**src/rtl/lt_sequencer.sv**
```systemverilog
// lt_sequencer: drives the test-pattern generator's lt_active/lt_mode, aligns each
// latency test to the generator's vsync, and times the photodiode response in
// microseconds. All outputs are registered copies of the next-state values.
module lt_sequencer #(
    parameter int          CLK_PER_US  = 27,
    parameter logic [15:0] TIMEOUT_US  = 16'd50000,
    parameter int          SENSOR_FILT = 4
) (
    input  logic        clk27,
    input  logic        reset,
    input  logic        lt_trigger,
    input  logic [1:0]  lt_mode_in,
    input  logic        vsync_in,
    input  logic        lt_sensor_n,
    output logic        lt_active,
    output logic [1:0]  lt_mode,
    output logic [15:0] lt_result,
    output logic        lt_finished,
    output logic        lt_timeout,
    output logic        lt_error
);

    localparam int            PW       = (CLK_PER_US > 1) ? $clog2(CLK_PER_US) : 1;
    localparam logic [PW-1:0] PRE_MAX  = PW'(CLK_PER_US - 1);
    localparam logic [3:0]    FILT_MAX = 4'(SENSOR_FILT);

    typedef enum logic [1:0] {IDLE, SYNC_WAIT, MEASURE, DONE} state_t;

    state_t        state_q, state_d;
    logic [1:0]    sync_q;
    logic [3:0]    filt_q;
    logic          vs_q;
    logic [PW-1:0] pre_q, pre_d;
    logic [15:0]   us_q, us_d;
    logic [1:0]    mode_q, mode_d;
    logic [15:0]   result_q, result_d;
    logic          timeout_q, timeout_d;
    logic          error_q, error_d;
    logic          active_q, active_d;
    logic          finished_q, finished_d;
    logic          lit;
    logic          vs_edge;

    // Sensor synchronizer + saturating lit filter, and one-stage vsync register.
    always_ff @(posedge clk27) begin
        if (reset) begin
            sync_q <= 2'b00;
            filt_q <= 4'd0;
            vs_q   <= 1'b0;
        end else begin
            sync_q <= {sync_q[0], lt_sensor_n};
            if (sync_q[1])
                filt_q <= 4'd0;
            else if (filt_q != FILT_MAX)
                filt_q <= filt_q + 4'd1;
            vs_q <= vsync_in;
        end
    end

    assign lit     = (filt_q == FILT_MAX);
    // Falling edge of the active-low vsync: registered copy high, live input low.
    assign vs_edge = vs_q & ~vsync_in;

    // State, timing counters and registered outputs.
    always_ff @(posedge clk27) begin
        if (reset) begin
            state_q    <= IDLE;
            pre_q      <= '0;
            us_q       <= 16'd0;
            mode_q     <= 2'd0;
            result_q   <= 16'd0;
            timeout_q  <= 1'b0;
            error_q    <= 1'b0;
            active_q   <= 1'b0;
            finished_q <= 1'b0;
        end else begin
            state_q    <= state_d;
            pre_q      <= pre_d;
            us_q       <= us_d;
            mode_q     <= mode_d;
            result_q   <= result_d;
            timeout_q  <= timeout_d;
            error_q    <= error_d;
            active_q   <= active_d;
            finished_q <= finished_d;
        end
    end

    // Next-state and datapath updates; trigger drop aborts ahead of lit/timeout.
    always_comb begin
        state_d   = state_q;
        pre_d     = pre_q;
        us_d      = us_q;
        mode_d    = mode_q;
        result_d  = result_q;
        timeout_d = timeout_q;
        error_d   = error_q;
        case (state_q)
            IDLE: begin
                if (lt_trigger && (lt_mode_in != 2'd0)) begin
                    mode_d    = lt_mode_in;
                    timeout_d = 1'b0;
                    error_d   = 1'b0;
                    if (lit) begin
                        error_d  = 1'b1;
                        result_d = 16'd0;
                        state_d  = DONE;
                    end else begin
                        state_d = SYNC_WAIT;
                    end
                end
            end
            SYNC_WAIT: begin
                if (!lt_trigger) begin
                    state_d = IDLE;
                end else if (vs_edge) begin
                    pre_d   = '0;
                    us_d    = 16'd0;
                    state_d = MEASURE;
                end
            end
            MEASURE: begin
                if (!lt_trigger) begin
                    state_d = IDLE;
                end else if (lit) begin
                    result_d = us_q;
                    state_d  = DONE;
                end else if (us_q == TIMEOUT_US) begin
                    result_d  = TIMEOUT_US;
                    timeout_d = 1'b1;
                    state_d   = DONE;
                end else if (pre_q == PRE_MAX) begin
                    pre_d = '0;
                    us_d  = us_q + 16'd1;
                end else begin
                    pre_d = pre_q + PW'(1);
                end
            end
            DONE: begin
                if (!lt_trigger)
                    state_d = IDLE;
            end
            default: state_d = IDLE;
        endcase
        active_d   = (state_d == SYNC_WAIT) || (state_d == MEASURE);
        finished_d = (state_d == DONE);
    end

    assign lt_active   = active_q;
    assign lt_mode     = mode_q;
    assign lt_result   = result_q;
    assign lt_finished = finished_q;
    assign lt_timeout  = timeout_q;
    assign lt_error    = error_q;

endmodule
```
**config.mk**
```make
export PLATFORM = sky130hd
export DESIGN_NAME = lt_sequencer
export DESIGN_NICKNAME = d
export VERILOG_FILES = /design/src/rtl/lt_sequencer.sv
export SDC_FILE = /design/constraint.sdc
export NUM_CORES = 1
export LEC_CHECK = 0
export ABC_AREA = 1
export BUFFER_PORTS_ARGS = -buffer_cell sky130_fd_sc_hd__buf_2
export CORE_MARGIN = 2
export CORE_UTILIZATION = 40
export CTS_BUF_LIST = sky130_fd_sc_hd__clkbuf_4
export DETAILED_ROUTE_END_ITERATION = 8
export PLACE_DENSITY_LB_ADDON = 0.12
export SLEW_MARGIN = 30
export SYNTH_ARGS = -nofsm -noshare
export SYNTH_HDL_FRONTEND = slang
export SYNTH_SLANG_ARGS = --single-unit
```
**constraint.sdc**
```tcl
create_clock -name clk27 -period 3.3 [get_ports clk27]
set_input_delay 0.825 -clock clk27 [delete_from_list [all_inputs] [get_ports clk27]]
set_output_delay 0.825 -clock clk27 [all_outputs]
set_load 0.05 [all_outputs]
```
Word-level counts from Yosys, hierarchy flattened
Index checks and enable logic that the tools add are counted.

Register bits: 52. Bits of input ports: 7. Output and inout port bits: 22. Word-level logic and storage cells: 84.

Add/subtract/negate cells: 3. Equality and inequality tests: 20. Muxes and demuxes: 35. Bitwise operators: 2. Reduce and logical (&&, ||, !) cells: 12.

Operators with widths (number): 16-bit two-way mux (11); 16-bit one-hot mux with 2 select lines (2); 5-bit two-way mux (6); 2-bit != test (second input constant) (9); 16-bit by 1-bit adder with 16-bit output (second input constant) (1); 16-bit == test (second input constant) (1); 2-bit two-way mux (8); 5-bit one-hot mux with 2 select lines (1); 5-bit AND reduction (2); 2-bit == test (second input constant) (4); 2-bit one-hot mux with 4 select lines (1); 7-bit AND reduction (1); 6-bit AND reduction (1); 2-bit nonzero test (3); 5-bit by 1-bit adder with 5-bit output (second input constant) (1); 5-bit == test (second input constant) (1); 1-bit two-way mux (5); 4-bit by 1-bit adder with 4-bit output (second input constant) (1); 2-bit by 1-bit == test with 1-bit output (second input constant) (2); 4-bit by 3-bit == test with 1-bit output (second input constant) (1); 4-bit by 3-bit != test with 1-bit output (second input constant) (1); 3-bit != test (second input constant) (1); 2-bit logical NOT (1); 1-bit one-hot mux with 2 select lines (1); 6 further kinds (6).

Longest topological paths before layout
Depth after elaboration: 7. Gate-level depth with buffers: 13. Depth with buffers taken out: 13.

Least setup slack after synthesis
OpenSTA, ideal clock, no wires.

Path type: input -> register. Start point: input vsync_in. End point: register active_q (netlist: lt_active). Library setup time: 130 ps. Arrival time: 1731 ps. Required time: 3170 ps. Slack: 1439 ps. Stages on the path: 10. Path buffers: 0. Cells stage by stage: inv_1 nand2_1 nand2_4 nand2_4 nor2_8 a22oi_1 nand2_1 ha_1 inv_1 nor2_1.

Word-level cells in the longest chain between the ends: 7. Elaborated cells on any way between the ends: 8. Classes of those cells: eq/ne (2); mux (3); bitwise (2); reduce/logical (1).

Ends and longest elaborated chain: from (decl) (RTL line 13) `input logic vsync_in,`; 1-bit NOT * (RTL line 62) `assign vs_edge = vs_q & ~vsync_in;`; 1-bit AND * (RTL line 62); 2-bit two-way mux * (RTL line 116) `end else if (vs_edge) begin`; 2-bit two-way mux * (RTL line 114) `if (!lt_trigger) begin`; 2-bit one-hot mux with 4 select lines * (RTL line 98) `case (state_q)`; net state_d[1] (RTL line 29) `state_t state_q, state_d;`; 2-bit by 1-bit == test with 1-bit output / 2-bit == test (equally long branches) (RTL line 145) `active_d = (state_d == SYNC_WAIT) || (state_d == MEASURE);`; 1-bit logical OR * (RTL line 145); net active_d (RTL line 39) `logic active_q, active_d;`; to (signal assigned) (RTL line 84) `active_q <= active_d;`; to (decl) (RTL line 39).

The timed path passes the listed nets; every way through them passes the cells marked *. A chain may end at the register's enable or synchronous reset.

Worst setup path in the final report
Start point: register filt_q[0]. End point: register result_q[9] (netlist: lt_result[9]).

Word-level cells in the longest chain between the ends: 4. Elaborated cells on any way between the ends: 7. Classes of those cells: eq/ne (3); mux (3); reduce/logical (1).

Ends and longest elaborated chain: from (decl) (RTL line 31) `logic [3:0] filt_q;`; from (signal assigned) (RTL line 55) `filt_q <= filt_q + 4'd1;`; 4-bit by 3-bit == test with 1-bit output * (RTL line 60) `assign lit = (filt_q == FILT_MAX);`; 16-bit two-way mux (RTL line 125) `end else if (lit) begin`; 16-bit two-way mux (RTL line 123) `if (!lt_trigger) begin`; 16-bit one-hot mux with 2 select lines (RTL line 98); to (signal assigned) (RTL line 81) `result_q <= result_d;`; to (decl) (RTL line 36) `logic [15:0] result_q, result_d;`.

Every way passes the cells marked *; elsewhere a longest branch is shown, timed or not. The select of a mux whose other input is x is not followed.

==> out/metrics.cfg <==
[die]
die_h_microns = 88.7
fp.dieArea_sq_um = 7870
initial_core_util_pct = 41.8
io_pins = 29
core_sq_um = 6870
rows = 30
die_w_microns = 88.7

[worst_setup_path]
r2r_cells = 11
crit_fanout = 22
cp_num_buf_inv = 3
critical_path_class = flip-flop to flip-flop
required_ns = 3.62
start_kind = flip-flop
end_kind = flip-flop
path_cells = inv_1 > ha_1 > nand2_1 > nor2_4 > inv_2 > nand2_1 > nand2_1 > a21oi_2 > buf_4 > nor2_1 > nor2_1
critPathArrivalTime_ns = 2.59
cp_num_cells = 11
critPathSlowestCell = a21oi_2
crit_family = simple AND/OR/NAND/NOR gates
crit_top_cell = nand2_1
cpPeakStageDelay_ns = 0.58

[timing]
setup_tns_ns = 0
fmaxAchievable_ghz = 0.442
setup_viol = 0
whs_ns = 0.413
skew_ns = 0.0128
period_needed_ns = 2.26
slew_headroom_pct = 47.3
maxSlewViolCount = 0
worstMarginPinSlew_ns = 0.790
rsz0062_at_grt = false
fin_crit_sh_pct = 68.6
hold_viol_final = 0

[finish]
final_core_util_pct = 45.8
drive_gt1_share_pct = 16.7
area_growth_pct = 9.50
nets = 469
fin_cells = 552
fin_area_sq_um = 3140
antennaDiodeCount = 0

[power_and_ir_drop]
p_seq_share_pct = 52.2
cellLeakagePower_uw = 0.00126
clock_power_share_pct = 29.7
combPwrFrac_pct = 18.1
p_per_area_nw_per_um2 = 411
p_switching_uw = 410
internal_power_uw = 882
swShare_pct = 31.7
vdd_drop_max_mv = 0.125

[yosys]
syn_area_per_cell_sq_um = 6.63
ys_seq_area_share_pct = 36.3
synthCells = 433
synth_nets = 447
synth_cell_types = 38
yosysWarnings = 0
syn_area_sq_um = 2870
ys_ff_latch = 52

[routing]
via_count = 2580
drc = 0
drt-total-wl_microns = 6270
wl_met3_microns = 275
dr_wl_met2_microns = 2740
dr.pass1.iters = 5
routed.top_layer = met4
m1WireLength_microns = 3180
via_per_inst = 4.67
postRouteAntennaNets = 0
drtIter0Drc = 136
wire_per_inst_microns = 11.4

[global_routing]
grt_pass1_vias = 2322
grt_overflow_total = 0
grt_max_degree = 31
grt.total_usage_pct = 17.2
grt_antenna_before_repair = 0
grt_pass1_wl_microns = 10700

[cts]
cts.htree.levels = 2
cts-buffers-inserted = 5
clkTransAtPathRegs_ns = 0.17
cts_resized = 0
clock_latency_ns = 0.38
clkSinkCount = 52
cts_setup_buffers = 0
clockRootBuffer = clkbuf_4
cts_tree = yes
cts.path.max_buffers = 2
ctsHoldBuffers = 0

[placement]
dp.cells = 544
gp_congestion = 0.870
port_buffers = 28
hpwl_microns = 4560
place_area_sq_um = 3060

[run_status]
outcome = complete, no violations

[hold_path]
holdPathStages = 2
min_path_type = flip-flop to flip-flop

[run]
maxCapViolCount = 0

## cell usage after synthesis
| library cell | n | area (sq um) |
|---|---|---|
| nand2_2 | 11 | 68.8 |
| buf_2 | 3 | 15.0 |
| nor2_4 | 1 | 11.3 |
| o21ai_0 | 9 | 45.0 |
| dfxtp_1 | 52 | 1040 |
| nor2_8 | 1 | 20.0 |
| a22oi_1 | 1 | 7.51 |
| xnor2_1 | 3 | 26.3 |
| o211ai_1 | 1 | 7.51 |
| a21oi_1 | 16 | 80.1 |
| a21oi_2 | 12 | 105 |
| inv_1 | 31 | 116 |
| nand3_2 | 1 | 10.0 |
| ha_1 | 7 | 87.6 |
| o21bai_1 | 2 | 15.0 |
| clkinv_1 | 1 | 3.75 |
| a21boi_0 | 1 | 7.51 |
| a31oi_1 | 1 | 6.26 |
| nand3_1 | 14 | 70.1 |
| clkinv_2 | 1 | 5.00 |
| buf_4 | 4 | 30.0 |
| nor3_1 | 2 | 10.0 |
| xor2_1 | 2 | 17.5 |
| buf_8 | 1 | 15.0 |
| nor3b_1 | 1 | 7.51 |
| or2_2 | 1 | 6.26 |
| nor2_2 | 1 | 6.26 |
| nand3_4 | 1 | 17.5 |
| nor2_1 | 90 | 338 |
| o21a_1 | 1 | 7.51 |
| inv_4 | 1 | 6.26 |
| nand4_1 | 12 | 75.1 |
| o21ai_1 | 2 | 10.0 |
| inv_2 | 3 | 11.3 |
| clkbuf_1 | 5 | 18.8 |
| nand2_1 | 131 | 492 |
| nand2_4 | 4 | 45.0 |
| buf_1 | 2 | 7.51 |
## final timing paths
path         startpoint      endpoint  slack [ns]
max reg2reg   filt_q[0]  lt_result[9]        1.04
max           filt_q[0]  lt_result[9]        1.04
min reg2reg   sync_q[0]     sync_q[1]        0.41
min           sync_q[0]     sync_q[1]        0.41
## logic make-up after synthesis
kind of cell               count (synthesis)  share of synthesized area (%)
and+or+nand+nor                          271                           41.0
buffers and inverters                     52                           7.98
DFF                                       52                           36.3
AOI/OAI and AO/OA                         46                           10.2
adders and majority gates                  7                           3.05
xor gates and xnor gates                   5                           1.53
## cell type report
type | instances | area (sq um)
inverters | 37 | 143
well taps | 96 | 120
clock inverters | 3 | 46.3
repair buffers | 30 | 155
fillers | 752 | 3730
flip-flops and latches | 52 | 1040
multi-input cells | 329 | 1600
clock buffers | 5 | 37.5
## through the flow
step | worst slack, ns | total power (uW)
final | 1.04 | 1290
after CTS | 1.00 | 1320
after global placement | 0.814 | 922
after floorplan | 1.44 | 879
after detailed placement | 0.757 | 925
after global routing | 0.712 | 1370
## state kept, by name, indices dropped and copies added (netlist names)
signal and flops:
pre_q 5, lt_timeout 1, lt_mode 2, state_q 2
lt_result 16, us_q 16, lt_finished 1, lt_active 1
vs_q 1, filt_q 4, lt_error 1, sync_q 2
## worst register-to-register path, delay by kind of cell (launching register included)
kind / cells / cell delay [ns]
AND/OR/NAND/NOR: 6 / 0.58
flip-flops: 1 / 0.36
adder cells (fa/ha/maj): 1 / 0.15
buffers and inverters: 3 / 0.52
AO/OA/AOI/OAI: 1 / 0.58
## per-layer routing
layer | vias up | global-route usage [%]
met5 | - | 0
met4 | 0 | 5.10
met3 | 8 | 3.08
met2 | 57 | 26.6
met1 | 1113 | 24.5
li1 | 1402 | -
## cell usage in the layout (no fill, tap or decap), types with 2 or more instances in the layout
| cell | Yosys | layout |
|---|---|---|
| dfxtp_1 | 52 | 52 |
| inv_2 | 3 | 3 |
| nand2_2 | 11 | 11 |
| xor2_1 | 2 | 2 |
| a21oi_1 | 16 | 16 |
| nand4_1 | 12 | 12 |
| nand3_1 | 14 | 14 |
| buf_2 | 3 | 28 |
| a21oi_2 | 12 | 12 |
| nand2_1 | 131 | 131 |
| o21ai_1 | 2 | 2 |
| buf_4 | 4 | 2 |
| nor2_1 | 90 | 90 |
| clkbuf_4 | 0 | 5 |
| o21ai_0 | 9 | 9 |
| xnor2_1 | 3 | 3 |
| nand2_4 | 4 | 4 |
| inv_1 | 31 | 31 |
| ha_1 | 7 | 7 |
| nor3_1 | 2 | 2 |
| o21bai_1 | 2 | 2 |
## power groups by stage
stage               Sequential, uW  Clock (uW)  Combinational [uW]
floorplan                      731           0                 148
global placement               689           0                 233
detailed placement             689           0                 235
CTS                            676         404                 236
global route                   681         426                 262
finish                         675         384                 233
Note: power is estimated with default switching activity, not from simulation.
